### src/rtl/ecc_serial_loader.sv
// ecc_serial_loader
// Serial-to-parallel input stage for the ECC point-multiply core.
// A full load captures the 2-bit key-size mode, then shifts the six operands
// (a, b, prime, Px, Py, m) in MSB first. Once a full load has completed, any
// later load is a point reload: only Px/Py are shifted and the stored curve
// parameters, scalar and mode are reused. Each finished load raises o_start
// for one cycle, with o_reload telling the core which kind of load it was.

module ecc_serial_loader #(
    parameter int MAX_BITS = 128,
    parameter int CNT_W    = 8
) (
    input  logic                clk,
    input  logic                rst,
    input  logic                i_data_valid,
    input  logic                i_mode,
    input  logic                i_a,
    input  logic                i_b,
    input  logic                i_prime,
    input  logic                i_Px,
    input  logic                i_Py,
    input  logic                i_m,
    input  logic                i_core_busy,
    output logic [1:0]          o_mode,
    output logic [MAX_BITS-1:0] o_a,
    output logic [MAX_BITS-1:0] o_b,
    output logic [MAX_BITS-1:0] o_prime,
    output logic [MAX_BITS-1:0] o_m,
    output logic [MAX_BITS-1:0] o_Px,
    output logic [MAX_BITS-1:0] o_Py,
    output logic                o_start,
    output logic                o_reload,
    output logic                o_busy
);

    typedef enum logic [2:0] {
        IDLE,
        MODE1,
        MODE0,
        SHIFT,
        DONE
    } state_t;

    state_t             state;
    logic [CNT_W-1:0]   bit_cnt;
    // Set by the first completed full load; selects reload for later loads.
    // It only changes in DONE, so it is stable for the whole of a load.
    logic               have_params;

    // A load request is accepted only in IDLE with the core free; a request at
    // any other time is dropped rather than remembered.
    logic               load_accept;
    // High on the edge that takes the last serial bit.
    logic               last_bit;

    // Operand width in bits for a key-size code: 16, 32, 64 or 128.
    function automatic logic [CNT_W-1:0] size_bits(input logic [1:0] mode);
        return CNT_W'(16) << mode;
    endfunction

    // Append one serial bit at the LSB end; N shifts into a cleared word leave
    // the operand in bits [N-1:0] with everything above still zero.
    function automatic logic [MAX_BITS-1:0] shift_in(input logic [MAX_BITS-1:0] word,
                                                     input logic                bit_in);
        return {word[MAX_BITS-2:0], bit_in};
    endfunction

    // NOTE: pure combinational decode with no else-less paths, so no latch is inferred.
    assign load_accept = (state == IDLE) && i_data_valid && !i_core_busy;
    assign last_bit    = (state == SHIFT) && (bit_cnt == CNT_W'(1));

    // Control state machine: sequencing, bit counter and the registered status outputs.
    always_ff @(posedge clk or posedge rst) begin
        if (rst) begin
            state       <= IDLE;
            bit_cnt     <= '0;
            have_params <= 1'b0;
            o_mode      <= 2'b00;
            o_start     <= 1'b0;
            o_reload    <= 1'b0;
            o_busy      <= 1'b0;
        end else begin
            // NOTE: state is written with non-blocking assignments so every
            // register here sees the pre-edge values of the others.
            o_start <= 1'b0;
            case (state)
                IDLE: begin
                    if (load_accept) begin
                        o_busy <= 1'b1;
                        if (have_params) begin
                            // Reload skips the mode phase and reuses the stored size.
                            bit_cnt <= size_bits(o_mode);
                            state   <= SHIFT;
                        end else begin
                            state <= MODE1;
                        end
                    end
                end

                MODE1: begin
                    o_mode[1] <= i_mode;
                    state     <= MODE0;
                end

                MODE0: begin
                    o_mode[0] <= i_mode;
                    bit_cnt   <= size_bits({o_mode[1], i_mode});
                    state     <= SHIFT;
                end

                SHIFT: begin
                    bit_cnt <= bit_cnt - CNT_W'(1);
                    if (last_bit) begin
                        // Raise o_start on the same edge as entering DONE so the
                        // pulse occupies exactly the DONE cycle.
                        o_start  <= 1'b1;
                        o_reload <= have_params;
                        state    <= DONE;
                    end
                end

                DONE: begin
                    have_params <= 1'b1;
                    o_busy      <= 1'b0;
                    state       <= IDLE;
                end

                default: begin
                    state  <= IDLE;
                    o_busy <= 1'b0;
                end
            endcase
        end
    end

    // Curve parameters and scalar: cleared at the start of a full load and
    // shifted only during a full load, so a reload leaves them untouched.
    always_ff @(posedge clk or posedge rst) begin
        if (rst) begin
            o_a     <= '0;
            o_b     <= '0;
            o_prime <= '0;
            o_m     <= '0;
        end else if (state == MODE0) begin
            o_a     <= '0;
            o_b     <= '0;
            o_prime <= '0;
            o_m     <= '0;
        end else if (state == SHIFT && !have_params) begin
            o_a     <= shift_in(o_a, i_a);
            o_b     <= shift_in(o_b, i_b);
            o_prime <= shift_in(o_prime, i_prime);
            o_m     <= shift_in(o_m, i_m);
        end
    end

    // Point coordinates: cleared at the start of either kind of load and
    // shifted during every SHIFT phase.
    always_ff @(posedge clk or posedge rst) begin
        if (rst) begin
            o_Px <= '0;
            o_Py <= '0;
        end else if ((state == MODE0) || (load_accept && have_params)) begin
            o_Px <= '0;
            o_Py <= '0;
        end else if (state == SHIFT) begin
            o_Px <= shift_in(o_Px, i_Px);
            o_Py <= shift_in(o_Py, i_Py);
        end
    end

endmodule

### config.mk
export PLATFORM = sky130hd
export DESIGN_NAME = ecc_serial_loader
export DESIGN_NICKNAME = d
export VERILOG_FILES = /design/src/rtl/ecc_serial_loader.sv
export SDC_FILE = /design/constraint.sdc
export NUM_CORES = 1
export LEC_CHECK = 0
export CAP_MARGIN = 25
export CORE_MARGIN = 1.5
export CORE_UTILIZATION = 30
export DETAILED_ROUTE_END_ITERATION = 12
export PLACE_DENSITY = 0.61
export SLEW_MARGIN = 20
export SYNTH_ARGS = -nofsm -noshare
export SYNTH_HDL_FRONTEND = slang
export SYNTH_SLANG_ARGS = --single-unit
### constraint.sdc
create_clock -name clk -period 35.7 [get_ports clk]
set_input_delay 10.71 -clock clk [delete_from_list [all_inputs] [get_ports clk]]
set_output_delay 10.71 -clock clk [all_outputs]
set_load 0.02 [all_outputs]
==> results of run 1 <==
[tightest hold or removal path, cell delays in order (launching register included)]
cell and delay, ns:
dfrtp_1 0.36, nand2_1 0.06, nand2_1 0.05
[area by class of cell]
cell class / count / area [µm²]
fillers: 9597 / 58200
clock inverters: 29 / 425
flip-flops and latches: 785 / 19600
diodes: 4 / 10.0
repair buffers: 818 / 8210
multi-input cells: 1866 / 9130
well taps: 1298 / 1620
inverters: 8 / 37.5
clock buffers: 128 / 2530
[per-stage QoR]
step	instance area, µm²	power (W)	utilization [%]	cells
floorplan	30100	0.000983	-	2890
global placement	38500	0.00104	38.6	4771
detailed placement	38600	0.00104	38.6	4773
CTS	41500	0.00197	41.6	4930
global route	41600	0.00202	41.7	4933
finish	41600	0.00194	41.7	4936
[synthesized netlist by cell type (2+ instances only)]
cell	count
a21oi_1	39
a22o_1	256
a32oi_1	2
and3_1	2
buf_2	86
buf_4	53
buf_6	24
clkbuf_1	68
dfrtp_1	785
ha_1	2
inv_1	8
nand2_1	1033
nand2b_1	2
nand3_1	482
nor2_1	6
nor2b_1	3
nor3_1	4
nor3b_1	4
o21a_1	4
o21ai_0	7
o21ai_1	5
[metal layers]
metal | track usage [%] | share of wire [%] | up-vias
li1 | - | - | 11100
met3 | 6.62 | 9.0 | 152
met1 | 22.9 | 42 | 11800
met2 | 27.9 | 46 | 773
met4 | 6.71 | 3.2 | 4
met5 | 0 | 0.027 | -
[logic make-up (layout without fill, tap and decap cells)]
group,Yosys count,in the layout
flops,785,785
other cells,0,4
compound gates,319,319
simple gates,1544,1544
fa+ha+maj,2,2
mux,1,1
buf+inv,239,983
[flip-flops by register name (all words and copies together), names as in the netlist]
name and count:
o_Py 128, o_busy 1, o_prime 128, o_b 128
o_start 1, o_Px 128, o_a 128, bit_cnt 8
o_reload 1, state 3, o_m 128, have_params 1
o_mode 2
[power breakdown]
group | leakage [nW] | switching, W | internal (W) | total [W]
Clock | 1.44 | 0.000372 | 0.000551 | 0.000923
Combinational | 8.17 | 0.0000574 | 0.0000384 | 0.0000958
Sequential | 10.2 | 0.0000162 | 0.000907 | 0.000923
[worst max path at each step]
stage / startpoint / end / slack (ns) / cells after the start
3_3_place_gp: rst / o_b[9] / 20.63 / 6
2_1_floorplan: rst / bit_cnt[0] / 2.95 / 1
4_1_cts: rst / o_prime[42] / 21.33 / 6
3_5_place_dp: rst / o_prime[42] / 20.62 / 6
6_report: rst / o_b[9] / 21.53 / 6
5_1_grt: rst / o_prime[117] / 20.92 / 6
==> impl_metrics.sql, run 1 <==
INSERT INTO impl_metrics (metric_group, metric, value, unit) VALUES
('timing', 'max_slew_headroom', '19.9', '%'),
('setup_path', 'crit_slowest_cell', 'buf_4', ''),
('cells_and_area', 'drive_above_1_share', '4.93', '%'),
('cells_and_area', 'most_frequent_standard_cell_in_the_layout_excluding_fill_and_tap_cells', 'nand2_1', ''),
('synthesis', 'synthArstFlopShare', '100', '%'),
('cells_and_area', 'mostFrequentLayoutCells', 'nand2_1, dfrtp_1, clkdlybuf4s50_1', ''),
('die', 'floorplan.io_pins', '784', ''),
('setup_path', 'worst_ep_required_time', '36.35', 'ns'),
('cts', 'clkTransAtPathRegs', '0.06', 'ns'),
('cts', 'postCtsResizedCells', '0', ''),
('timing', 'fin_crit', '14.17', 'ns'),
('die', 'initial_util', '30.2', '%'),
('timing', 'timing.final.hold_violations', '0', ''),
('timing', 'worst-slew-pin-transition', '1.20', 'ns'),
('synthesis', 'share_of_the_synthesized_netlist_area_taken_by_xor_and_xnor_gates', '0', '%'),
('synthesis', 'synthesis.area_per_instance', '10.4', 'µm²'),
('synthesis', 'synth.yosys.warnings', '0', ''),
('cts', 'clock_tree.htree_level_count', '3', ''),
('synthesis', 'synth.top_cell.area_share', '65.2', '%'),
('synthesis', 'ys_dominant_reg_cell', 'dfrtp_1', ''),
('routing', 'initial_drc_count', '2016', ''),
('synthesis', 'synth-compound-area-share', '8.61', '%'),
('synthesis', 'synth_top_family_by_area', 'simple AND/OR/NAND/NOR gates', ''),
('timing', 'skew', '0.0273', 'ns'),
('synthesis', 'synth_enable_flop_cells', '0', ''),
('placed_design', 'port-buffer-count', '783', ''),
('timing', 'tns', '0', 'ns'),
('cells_and_area', 'finalNetCount', '3578', ''),
('setup_path', 'cp_cell_sequence', 'clkdlybuf4s50_1 -> inv_8 -> buf_4 -> buf_4 -> buf_4 -> buf_4', ''),
('setup_path', 'timing.critical_path.mode_cell', 'buf_4', ''),
('timing', 'min_period_over_period', '39.7', '%'),
('synthesis', 'synth_cell_type_count', '36', ''),
('synthesis', 'postSynthRegisterBits', '785', ''),
('min_path', 'timing.hold.worst.start', 'o_b[87]', ''),
('timing', 'grt_setup_unrepaired', 'false', ''),
('setup_path', 'critical_path.top_delay_family', 'buffers and inverters', ''),
('cts', 'cts_setup_buffers', '0', ''),
('setup_path', 'worstSetupEndpointType', 'async pin', ''),
('run', 'drv.max_cap_violation_count', '0', ''),
('synthesis', 'synth_cells', '2890', ''),
('synthesis', 'yosys-mux-area-fraction', '0.0374', '%'),
('outcome', 'run_status', 'complete, no violations', ''),
('die', 'floorplan.die_area', '102000', 'µm²'),
('setup_path', 'critPathMaxFanout', '87', ''),
('timing', 'final-max-slew-violation-count', '0', ''),
('synthesis', 'yosys.area_share.adder', '0.0831', '%'),
('min_path', 'hold_path.class', 'flop to flop', ''),
('routing', 'drcViolationCount', '0', ''),
('pwr', 'cellLeakagePower', '19.8', 'nW'),
('synthesis', 'netlist_area', '30100', 'µm²'),
('die', 'dieHeight', '320', 'µm'),
('global_routing', 'grt_start_max_net_pins', '271', ''),
('die', 'rows', '116', ''),
('setup_path', 'r2r_cells', '7', ''),
('routing', 'viasPerCell', '4.81', ''),
('synthesis', 'cell_taking_the_most_area_after_synthesis', 'dfrtp_1', ''),
('cts', 'cts-root-to-sink-buffers', '3', ''),
('cts', 'cts_made_buffers', '86', ''),
('global_routing', 'global_route.usage.total', '18.0', '%'),
('cells_and_area', 'area_delta_synth_final', '38.1', '%'),
('timing', 'timing.final.setup_violations', '0', ''),
('routing', 'final_antenna_net_count', '0', ''),
('setup_path', 'path_class', 'input pin to async pin', ''),
('cts', 'cts-hold-fix-buffers', '0', ''),
('cts', 'clock_sinks', '785', ''),
('setup_path', 'timing.critical_path.buf_inv', '6', ''),
('setup_path', 'timing.critical_path.slowest_cell_delay', '0.82', 'ns'),
('synthesis', 'synth.yosys.seq_area_share', '65.2', '%'),
('setup_path', 'timing.rr.end', 'o_a[3]', ''),
('die', 'core_area', '99900', 'µm²'),
('placed_design', 'dp_hpwl', '62.7', 'mm');
(Power assumes the default switching activity.)
==> inputs of run 2 (changes only) <==
--- a/config.mk
+++ b/config.mk
@@ -9,7 +9,7 @@
 export CORE_MARGIN = 1.5
 export CORE_UTILIZATION = 30
 export DETAILED_ROUTE_END_ITERATION = 12
-export PLACE_DENSITY = 0.61
+export PLACE_DENSITY = 0.63
 export SLEW_MARGIN = 20
 export SYNTH_ARGS = -nofsm -noshare
 export SYNTH_HDL_FRONTEND = slang
==> constraint.sdc (replaced) <==
create_clock -name clk -period 12.63 [get_ports clk]
set_input_delay 3.789 -clock clk [delete_from_list [all_inputs] [get_ports clk]]
set_output_delay 3.789 -clock clk [all_outputs]
set_load 0.02 [all_outputs]
==> impl_metrics.sql, run 2 (synthesis gave the netlist of run 1 again) <==
INSERT INTO impl_metrics (metric_group, metric, value, unit) VALUES
('outcome', 'run_status', 'complete, no violations', ''),
('timing', 'tns', '0', 'ns'),
('die', 'floorplan.die_area', '102000', 'µm²'),
('global_routing', 'grt_first_pass_wirelength', '145', 'mm'),
('pwr', 'cellLeakagePower', '19.9', 'nW'),
('die', 'dieHeight', '320', 'µm'),
('timing', 'max_freq', '173', 'MHz'),
('cells_and_area', 'drive_above_1_share', '4.85', '%'),
('cts', 'clock_tree.htree_level_count', '3', ''),
('cells_and_area', 'most_frequent_standard_cell_in_the_layout_excluding_fill_and_tap_cells', 'nand2_1', ''),
('pwr', 'p_sw_share', '22.9', '%'),
('setup_path', 'worst_ep_required_time', '13.27', 'ns'),
('die', 'fp.dieW', '320', 'µm'),
('setup_path', 'critical_path.top_delay_family', 'buffers and inverters', ''),
('pwr', 'power_density', '134', 'nW/µm²'),
('routing', 'route.final.wire_length', '95.9', 'mm'),
('die', 'floorplan.io_pins', '784', ''),
('timing', 'final.hold.worst_slack', '0.472', 'ns'),
('timing', 'max_slew_headroom', '31.7', '%'),
('setup_path', 'startpoint_type', 'input pin', ''),
('global_routing', 'number_of_global_route_vias_before_repair', '23000', ''),
('die', 'initial_util', '30.2', '%'),
('setup_path', 'cp_cell_sequence', 'clkdlybuf4s50_1 -> clkinvlp_4 -> buf_12 -> buf_12', ''),
('cts', 'clock_sinks', '785', ''),
('cts', 'clkTransAtPathRegs', '0.06', 'ns'),
('pwr', 'internal-power', '0.00430', 'W'),
('timing', 'timing.final.setup_violations', '0', ''),
('timing', 'fin_crit', '5.77', 'ns'),
('timing', 'skew', '0.0301', 'ns'),
('cts', 'cts-root-to-sink-buffers', '3', ''),
('routing', 'final_antenna_net_count', '0', ''),
('routing', 'initial_drc_count', '2190', ''),
('routing', 'detailedRoute.firstPassIterationCount', '5', ''),
('placed_design', 'port-buffer-count', '783', ''),
('cts', 'cts_made_buffers', '87', ''),
('timing', 'min_period_over_period', '45.7', '%'),
('routing', 'avgRoutedWirePerCell', '19.5', 'µm'),
('placed_design', 'dp_hpwl', '62.1', 'mm'),
('setup_path', 'timing.critical_path.slowest_cell_delay', '0.65', 'ns'),
('global_routing', 'globalRouteOverflowTotal', '0', ''),
('min_path', 'hold_path.class', 'flop to flop', ''),
('die', 'core_area', '99900', 'µm²'),
('global_routing', 'grt_antenna_before_repair', '4', ''),
('setup_path', 'path_class', 'input pin to async pin', ''),
('pwr', 'proportion_of_power_drawn_by_combinational_gates', '4.8', '%'),
('pwr', 'vdd_ir_drop_max', '99.5', 'µV'),
('timing', 'worst-slew-pin-transition', '1.03', 'ns'),
('cts', 'cts-hold-fix-buffers', '0', ''),
('placed_design', 'finalWeightedCongestion', '0.809', ''),
('cts', 'postCtsResizedCells', '0', ''),
('setup_path', 'timing.critical_path.mode_cell', 'buf_12', ''),
('cells_and_area', 'area_delta_synth_final', '38.4', '%'),
('global_routing', 'global_route.usage.total', '18.1', '%'),
('cells_and_area', 'mostFrequentLayoutCells', 'nand2_1, dfrtp_1, clkdlybuf4s50_1', ''),
('setup_path', 'crit_slowest_cell', 'buf_12', ''),
('cts', 'cts-root-buf', 'clkbuf_16', ''),
('routing', 'viasPerCell', '4.85', ''),
('cells_and_area', 'final_util', '41.7', '%'),
('pwr', 'power_frac_seq', '46.8', '%'),
('setup_path', 'worstSetupEndpointType', 'async pin', ''),
('pwr', 'clkPwrFrac', '48.3', '%'),
('timing', 'grt_setup_unrepaired', 'false', ''),
('setup_path', 'wp_data_arrival', '6.42', 'ns'),
('cts', 'cts_setup_buffers', '0', ''),
('cts', 'clock_latency', '0.65', 'ns'),
('run', 'drv.max_cap_violation_count', '0', ''),
('die', 'rows', '116', ''),
('pwr', 'p_switching', '0.00128', 'W'),
('timing', 'timing.final.hold_violations', '0', ''),
('setup_path', 'timing.critical_path.buf_inv', '4', ''),
('cells_and_area', 'finalNetCount', '3570', ''),
('timing', 'final-max-slew-violation-count', '0', ''),
('global_routing', 'grt_start_max_net_pins', '224', ''),
('cts', 'tritoncts', 'built', ''),
('routing', 'routed-via-count', '23900', ''),
('setup_path', 'critPathMaxFanout', '166', ''),
('routing', 'drcViolationCount', '0', '');
[run 2: path summary, 6_finish.rpt]
kind	startpoint	depth (start not counted)	endpoint	slack, ns
worst max-delay path	rst	4	o_prime[80]	6.86
worst min-delay path	o_m[48]	2	o_m[49]	0.47
worst max register to register	state[2]	6	o_a[72]	8.62
worst min register to register	o_m[48]	2	o_m[49]	0.47
max in group clk	o_Px[65]	1	o_Px[65]	7.00
min in group asynchronous	rst	2	o_m[100]	3.61
[run 2: metal layers]
metal | GRT usage [%] | wire (µm) | vias to the layer above
li1 | - | - | 11000
met1 | 22.6 | 39200 | 12000
met2 | 28.8 | 45500 | 784
met3 | 6.11 | 8260 | 141
met4 | 6.88 | 2950 | 0
met5 | 0 | 0 | -
[run 2: layout make-up]
cell class,count,area (µm²)
repair buffers,809,8190
clock inverters,33,487
fillers,9568,58200
diodes,3,7.51
flip-flops and latches,785,19600
multi-input cells,1866,9130
clock buffers,127,2570
well taps,1298,1620
inverters,8,33.8
[run 2: worst reg2reg max path: cells and delay by family, from the launching register on]
family / cells / cell delay [ns]
AND/OR/NAND/NOR: 4 / 1.54
buffers and inverters: 2 / 1.83
flip-flops: 1 / 0.59
[run 2: through the flow]
| stage | worst slack, ns | std cells | power [W] | area (µm²) |
|---|---|---|---|---|
| floorplan | -1.93 | 2890 | 0.00278 | 30100 |
| global placement | 6.09 | 4763 | 0.00293 | 38600 |
| detailed placement | 6.08 | 4763 | 0.00293 | 38600 |
| CTS | 6.80 | 4923 | 0.00566 | 41600 |
| global route | 6.46 | 4928 | 0.00578 | 41700 |
| finish | 6.86 | 4929 | 0.00557 | 41700 |
[run 2: power by group through the flow]
stage / registers (W) / logic, W / clock network (W)
after floorplan: 0.00271 / 0.0000730 / 0
after global placement: 0.00265 / 0.000274 / 0
after detailed placement: 0.00265 / 0.000275 / 0
after CTS: 0.00261 / 0.000276 / 0.00277
after global routing: 0.00262 / 0.000292 / 0.00287
final: 0.00261 / 0.000270 / 0.00269
==> inputs of run 3 (changes only) <==
--- a/config.mk
+++ b/config.mk
@@ -9,7 +9,7 @@
 export CORE_MARGIN = 1.5
 export CORE_UTILIZATION = 30
 export DETAILED_ROUTE_END_ITERATION = 12
-export PLACE_DENSITY = 0.63
+export PLACE_DENSITY = 0.61
 export SLEW_MARGIN = 20
 export SYNTH_ARGS = -nofsm -noshare
 export SYNTH_HDL_FRONTEND = slang
==> constraint.sdc (replaced) <==
create_clock -name clk -period 5.7 [get_ports clk]
set_input_delay 1.71 -clock clk [delete_from_list [all_inputs] [get_ports clk]]
set_output_delay 1.71 -clock clk [all_outputs]
set_load 0.02 [all_outputs]
==> impl_metrics.sql, run 3 (synthesis gave the netlist of run 1 again) <==
INSERT INTO impl_metrics (metric_group, metric, value, unit) VALUES
('setup_path', 'timing.critical_path.buf_inv', '1', ''),
('cts', 'clock_sinks', '785', ''),
('cells_and_area', 'finalNetCount', '3603', ''),
('timing', 'grt_setup_unrepaired', 'false', ''),
('pwr', 'vdd_ir_drop_max', '201', 'µV'),
('timing', 'final-max-slew-violation-count', '0', ''),
('global_routing', 'grt_first_pass_wirelength', '146', 'mm'),
('setup_path', 'crit_slowest_cell', 'clkdlybuf4s50_1', ''),
('timing', 'timing.final.setup_violations', '0', ''),
('timing', 'min_period_over_period', '62.3', '%'),
('placed_design', 'placed_cell_area', '38900', 'µm²'),
('cells_and_area', 'area_delta_synth_final', '39.1', '%'),
('setup_path', 'critPathMaxFanout', '3', ''),
('routing', 'drcViolationCount', '0', ''),
('cts', 'clock_tree.htree_level_count', '3', ''),
('cells_and_area', 'final_cell_area', '41900', 'µm²'),
('die', 'floorplan.io_pins', '784', ''),
('timing', 'fin_crit', '3.55', 'ns'),
('die', 'floorplan.die_area', '102000', 'µm²'),
('routing', 'routed-via-count', '24100', ''),
('timing', 'final.hold.worst_slack', '0.485', 'ns'),
('cts', 'cts_setup_buffers', '0', ''),
('die', 'core_area', '99900', 'µm²'),
('setup_path', 'timing.critical_path.slowest_cell_delay', '0.69', 'ns'),
('cts', 'cts-root-buf', 'clkbuf_16', ''),
('min_path', 'hold_path.class', 'flop to flop', ''),
('die', 'rows', '116', ''),
('routing', 'avgRoutedWirePerCell', '19.5', 'µm'),
('cts', 'cts-hold-fix-buffers', '0', ''),
('routing', 'detailedRoute.firstPassIterationCount', '5', ''),
('outcome', 'run_status', 'complete, no violations', ''),
('cells_and_area', 'drive_above_1_share', '5.82', '%'),
('timing', 'max_slew_headroom', '31.8', '%'),
('timing', 'timing.final.hold_violations', '0', ''),
('setup_path', 'worstSetupEndpointType', 'primary output', ''),
('cells_and_area', 'layout.cells.non_filler', '4961', ''),
('placed_design', 'dp_hpwl', '64.5', 'mm'),
('cells_and_area', 'mostFrequentLayoutCells', 'nand2_1, dfrtp_1, clkdlybuf4s50_1', ''),
('timing', 'max_freq', '282', 'MHz'),
('die', 'dieHeight', '320', 'µm'),
('die', 'initial_util', '30.2', '%'),
('setup_path', 'cp_cell_sequence', 'clkdlybuf4s50_1', ''),
('routing', 'viasPerCell', '4.86', ''),
('pwr', 'power_density', '290', 'nW/µm²'),
('die', 'fp.dieW', '320', 'µm'),
('cells_and_area', 'final_util', '42.0', '%'),
('cts', 'postCtsResizedCells', '0', ''),
('timing', 'skew', '0.0208', 'ns'),
('global_routing', 'number_of_global_route_vias_before_repair', '23200', ''),
('placed_design', 'placedCellCount', '4797', ''),
('timing', 'worst-slew-pin-transition', '1.02', 'ns'),
('cts', 'cts_made_buffers', '87', ''),
('routing', 'route.final.wire_length', '96.7', 'mm'),
('cts', 'clock_latency', '0.64', 'ns'),
('pwr', 'power.total', '0.0121', 'W'),
('global_routing', 'globalRouteOverflowTotal', '0', ''),
('cts', 'cts-root-to-sink-buffers', '3', ''),
('setup_path', 'startpoint_type', 'flop', ''),
('setup_path', 'wp_data_arrival', '1.84', 'ns'),
('cells_and_area', 'most_frequent_standard_cell_in_the_layout_excluding_fill_and_tap_cells', 'nand2_1', ''),
('setup_path', 'path_class', 'flop to primary output', ''),
('routing', 'initial_drc_count', '1767', ''),
('cts', 'clkTransAtPathRegs', '0.06', 'ns'),
('global_routing', 'grt_antenna_before_repair', '2', ''),
('placed_design', 'finalWeightedCongestion', '0.819', ''),
('global_routing', 'global_route.usage.total', '18.2', '%'),
('cts', 'tritoncts', 'built', ''),
('global_routing', 'grt_start_max_net_pins', '263', ''),
('setup_path', 'critical_path.top_delay_family', 'buffers and inverters', ''),
('routing', 'final_antenna_net_count', '0', ''),
('pwr', 'cellLeakagePower', '20.0', 'nW'),
('run', 'drv.max_cap_violation_count', '0', ''),
('setup_path', 'worst_ep_required_time', '3.99', 'ns'),
('placed_design', 'port-buffer-count', '783', '');
## run 3: cell types whose count changed in the layout (fill, tap and decap cells not counted), moves of 3 or more
cell | previous run | this run
clkbuf_8 | 18 | 22
buf_12 | 11 | 16
bufinv_16 | 10 | 4
inv_6 | 2 | 5
clkbuf_1 | 19 | 16
buf_4 | 14 | 41
## run 3: final timing paths
path                                     to  startpoint  slack (ns)  depth (start not counted)
worst max-delay path               o_Px[48]    o_Px[48]        2.15                          1
worst min-delay path                o_b[38]     o_b[37]        0.48                          2
worst max register to register  o_prime[37]    state[0]        2.59                          5
worst min register to register      o_b[38]     o_b[37]        0.48                          2
max in group asynchronous          o_Py[44]         rst        2.98                          4
min in group asynchronous           o_m[60]         rst        1.55                          2
## run 3: cell type report
type,count,area [µm²]
Fill cell,9595,57900
Sequential cell,785,19600
Multi-Input combinational cell,1866,9130
Timing Repair Buffer,842,8520
Clock buffer,127,2590
Tap cell,1298,1620
Clock inverter,34,365
Inverter,8,33.8
Antenna cell,1,2.50
## run 3: where the power goes
part / leakage [nW] / internal (W) / switching, W
logic: 8.33 / 0.000253 / 0.000365
clock network: 1.46 / 0.00336 / 0.00237
registers: 10.2 / 0.00568 / 0.000105
total: 20.0 / 0.00930 / 0.00284
## run 3: metrics by stage
stage	setup WS, ns	setup TNS, ns
6_report	2.15	0
5_1_grt	2.07	0
4_1_cts	2.06	0
3_5_place_dp	1.79	0
3_3_place_gp	1.66	0
2_1_floorplan	-6.78	-5323.02
## run 3: layer usage
metal  global-route usage [%]  vias up  share of wire (%)
met5                        0        -                  0
met2                     28.6      813                 47
met3                     6.14      150                8.6
met4                     7.61        0                3.7
met1                     23.0    12000                 41
li1                         -    11100                  -
==> patch, RTL diff (settings of run 2) <==
Re-encode `state_t` (5 states) as one-hot, 5 bits wide.
--- a/src/rtl/ecc_serial_loader.sv
+++ b/src/rtl/ecc_serial_loader.sv
@@ -34,10 +34,10 @@
 );
 
-    typedef enum logic [2:0] {
-        IDLE,
-        MODE1,
-        MODE0,
-        SHIFT,
-        DONE
+    typedef enum logic [4:0] {
+        IDLE  = 5'b00001,
+        MODE1 = 5'b00010,
+        MODE0 = 5'b00100,
+        SHIFT = 5'b01000,
+        DONE  = 5'b10000
     } state_t;
 
Formal check against the unedited RTL: same outputs for any inputs over 4 cycles, from zero or initial values and one cycle with rst high; so few cycles prove little.
==> patch against run 2 <==
Synthesized cell count rose by 19%; routed wire length is 3.7% higher; sequential power is 2% lower; die area increased by 3.3%; setup slack got worse by 210 ps; sequential cell count grew 2; register-to-register slack worse by 250 ps; final area grew 3.3%; final cell count is 12% higher; count of clock-buffer cells in the layout shrank 2; clock skew up 28 ps; non-clock buffer count is 5 higher; total power down 0.84%; area after synthesis grew 3.3%; critical path type is now in2reg; largest cell class unchanged; largest power group unchanged.
==> patch: results (changes against run 2) <==
antenna violations before repair 3 (was 4); met3 demand-to-capacity share in global routing 5.84% (was 6.11%); class of the most critical hold timing path reg2reg (unchanged); xor/xnor share of the synthesized area 0.0563% (was 0%); global-route usage over all layers 18.1% (about the same); number of iterations in the first detailed-routing pass 7 (was 5); count of instances resized after the clock tree is built 0 (unchanged); number of levels the H-tree was split into 3 (unchanged); number of buffers created by CTS 91 (was 87); compound-gate portion of the synthesized area 11.5% (was 8.61%); fraction of met2 tracks used by global routing 29.0% (was 28.8%); synthesized net count 3457 (was 2903); later-pin clock latency in the skew report 680 ps (was 650 ps); Synth top cells by count 1544 x sky130_fd_sc_hd__nand2_1, 786 x sky130_fd_sc_hd__dfrtp_1, 689 x sky130_fd_sc_hd__a21oi_1, 150 x sky130_fd_sc_hd__clkbuf_1, 87 x sky130_fd_sc_hd__nand3_1 (was 1033 x sky130_fd_sc_hd__nand2_1, 785 x sky130_fd_sc_hd__dfrtp_1, 482 x sky130_fd_sc_hd__nand3_1, 256 x sky130_fd_sc_hd__a22o_1, 86 x sky130_fd_sc_hd__buf_2); HPWL reported at the end of detailed placement 64600 µm (was 62100 µm); met2 wire length 47400 µm (was 45500 µm); biggest area contributors in the synthesized netlist sky130_fd_sc_hd__dfrtp_1 63%, sky130_fd_sc_hd__nand2_1 19%, sky130_fd_sc_hd__a21oi_1 11% (was sky130_fd_sc_hd__dfrtp_1 65%, sky130_fd_sc_hd__nand2_1 13%, sky130_fd_sc_hd__nand3_1 8.0%); biggest fanout along the worst timing path 219 (was 166); global-route wire length before repair 152000 µm (was 145000 µm); met1 WL 40700 µm (was 39200 µm); measured slew at the worst slew-check pin 1150 ps (was 1030 ps); overall routed net length 99500 µm (was 95900 µm); data arrival at the endpoint of the critical path 6480 ps (was 6420 ps); met1 track demand over resource in global routing 22.6% (about the same); number of nets in the layout 4104 (was 3570); share of layout cells above drive strength 1 4.64% (was 4.85%); Final Wtd Congestion 0.874 (was 0.809); sequential cell area fraction in the yosys report 63.3% (was 65.2%); depth of the worst register-to-register path 8 (was 6); outcome finished, final reports clean (unchanged); count of routing violations after the opening detailed-route iteration 2138 (was 2190); met3 wirelength from detailed routing 7850 µm (was 8260 µm); leakage power of the design 0.0184 µW (was 0.0199 µW); setup skew after layout 57.8 ps (was 30.1 ps); fraction of synthesized area in multiplexers 0.105% (was 0.0374%); via count normalized by instance count 4.77 (was 4.85); instance area at placement 39800 µm² (was 38600 µm²); top layer reached by signal wires met5 (was met4); unique cell type count in the Yosys netlist 45 (was 36); largest net degree at the start of global routing 220 (was 224); number of global-route vias before repair 24.8k (was 23.0k); peak ir drop on the vdd network 0.111 mV (was 0.0995 mV); adder-cell area share of the yosys netlist 0.0804% (was 0.0831%); Primary FF master, synth sky130_fd_sc_hd__dfrtp_1 (unchanged)
## patch: critical path, stage by stage
cell                              delay (ps)
sky130_fd_sc_hd__clkdlybuf4s50_1         450
sky130_fd_sc_hd__nand4b_1                260
sky130_fd_sc_hd__or3_1                   490
sky130_fd_sc_hd__nand2_4                 420
sky130_fd_sc_hd__buf_12                  650
sky130_fd_sc_hd__a21oi_1                 100
## patch: kinds of logic after synthesis
| family | count (synthesis) |
|---|---|
| adders and majority gates | 2 |
| AOI/OAI and AO/OA | 706 |
| muxes | 3 |
| buffers and inverters | 269 |
| DFF | 787 |
| and+or+nand+nor | 1675 |
| xor gates and xnor gates | 2 |
## patch: path summary, 6_finish.rpt
kind | slack (ps) | end | startpoint
worst min-delay path | 460 | o_m[8]$_DFFE_PP0P_ | o_m[7]$_DFFE_PP0P_
worst max-delay path | 6640 | o_Px[5]$_DFFE_PP0P_ | i_core_busy
worst max register to register | 8370 | o_a[106]$_DFFE_PP0P_ | state[4]$_DFFE_PP0P_
max in group asynchronous | 6940 | o_prime[9]$_DFFE_PP0P_ | rst
min in group asynchronous | 3550 | o_m[37]$_DFFE_PP0P_ | rst
worst min register to register | 460 | o_m[8]$_DFFE_PP0P_ | o_m[7]$_DFFE_PP0P_
## patch: per-stage QoR
stage	setup slack [ps]	instances
6_report	6640	5532
5_1_grt	6590	5530
4_1_cts	6800	5526
3_5_place_dp	6040	5362
3_3_place_gp	6110	5361
2_1_floorplan	-1960	3444
## patch: area by class of cell
cell class	instances	area (µm²)
flip-flops and latches	787	19700
clock inverters	39	629
clock buffers	125	2560
diodes	2	5.00
repair buffers	814	8220
multi-input cells	2388	10200
well taps	1368	1710
inverters	9	37.5
fillers	9916	59200
## patch: where the power goes
group / switching, µW / internal, µW
clock: 1120 / 1680
sequential: 23.2 / 2540
combinational: 114 / 48.9
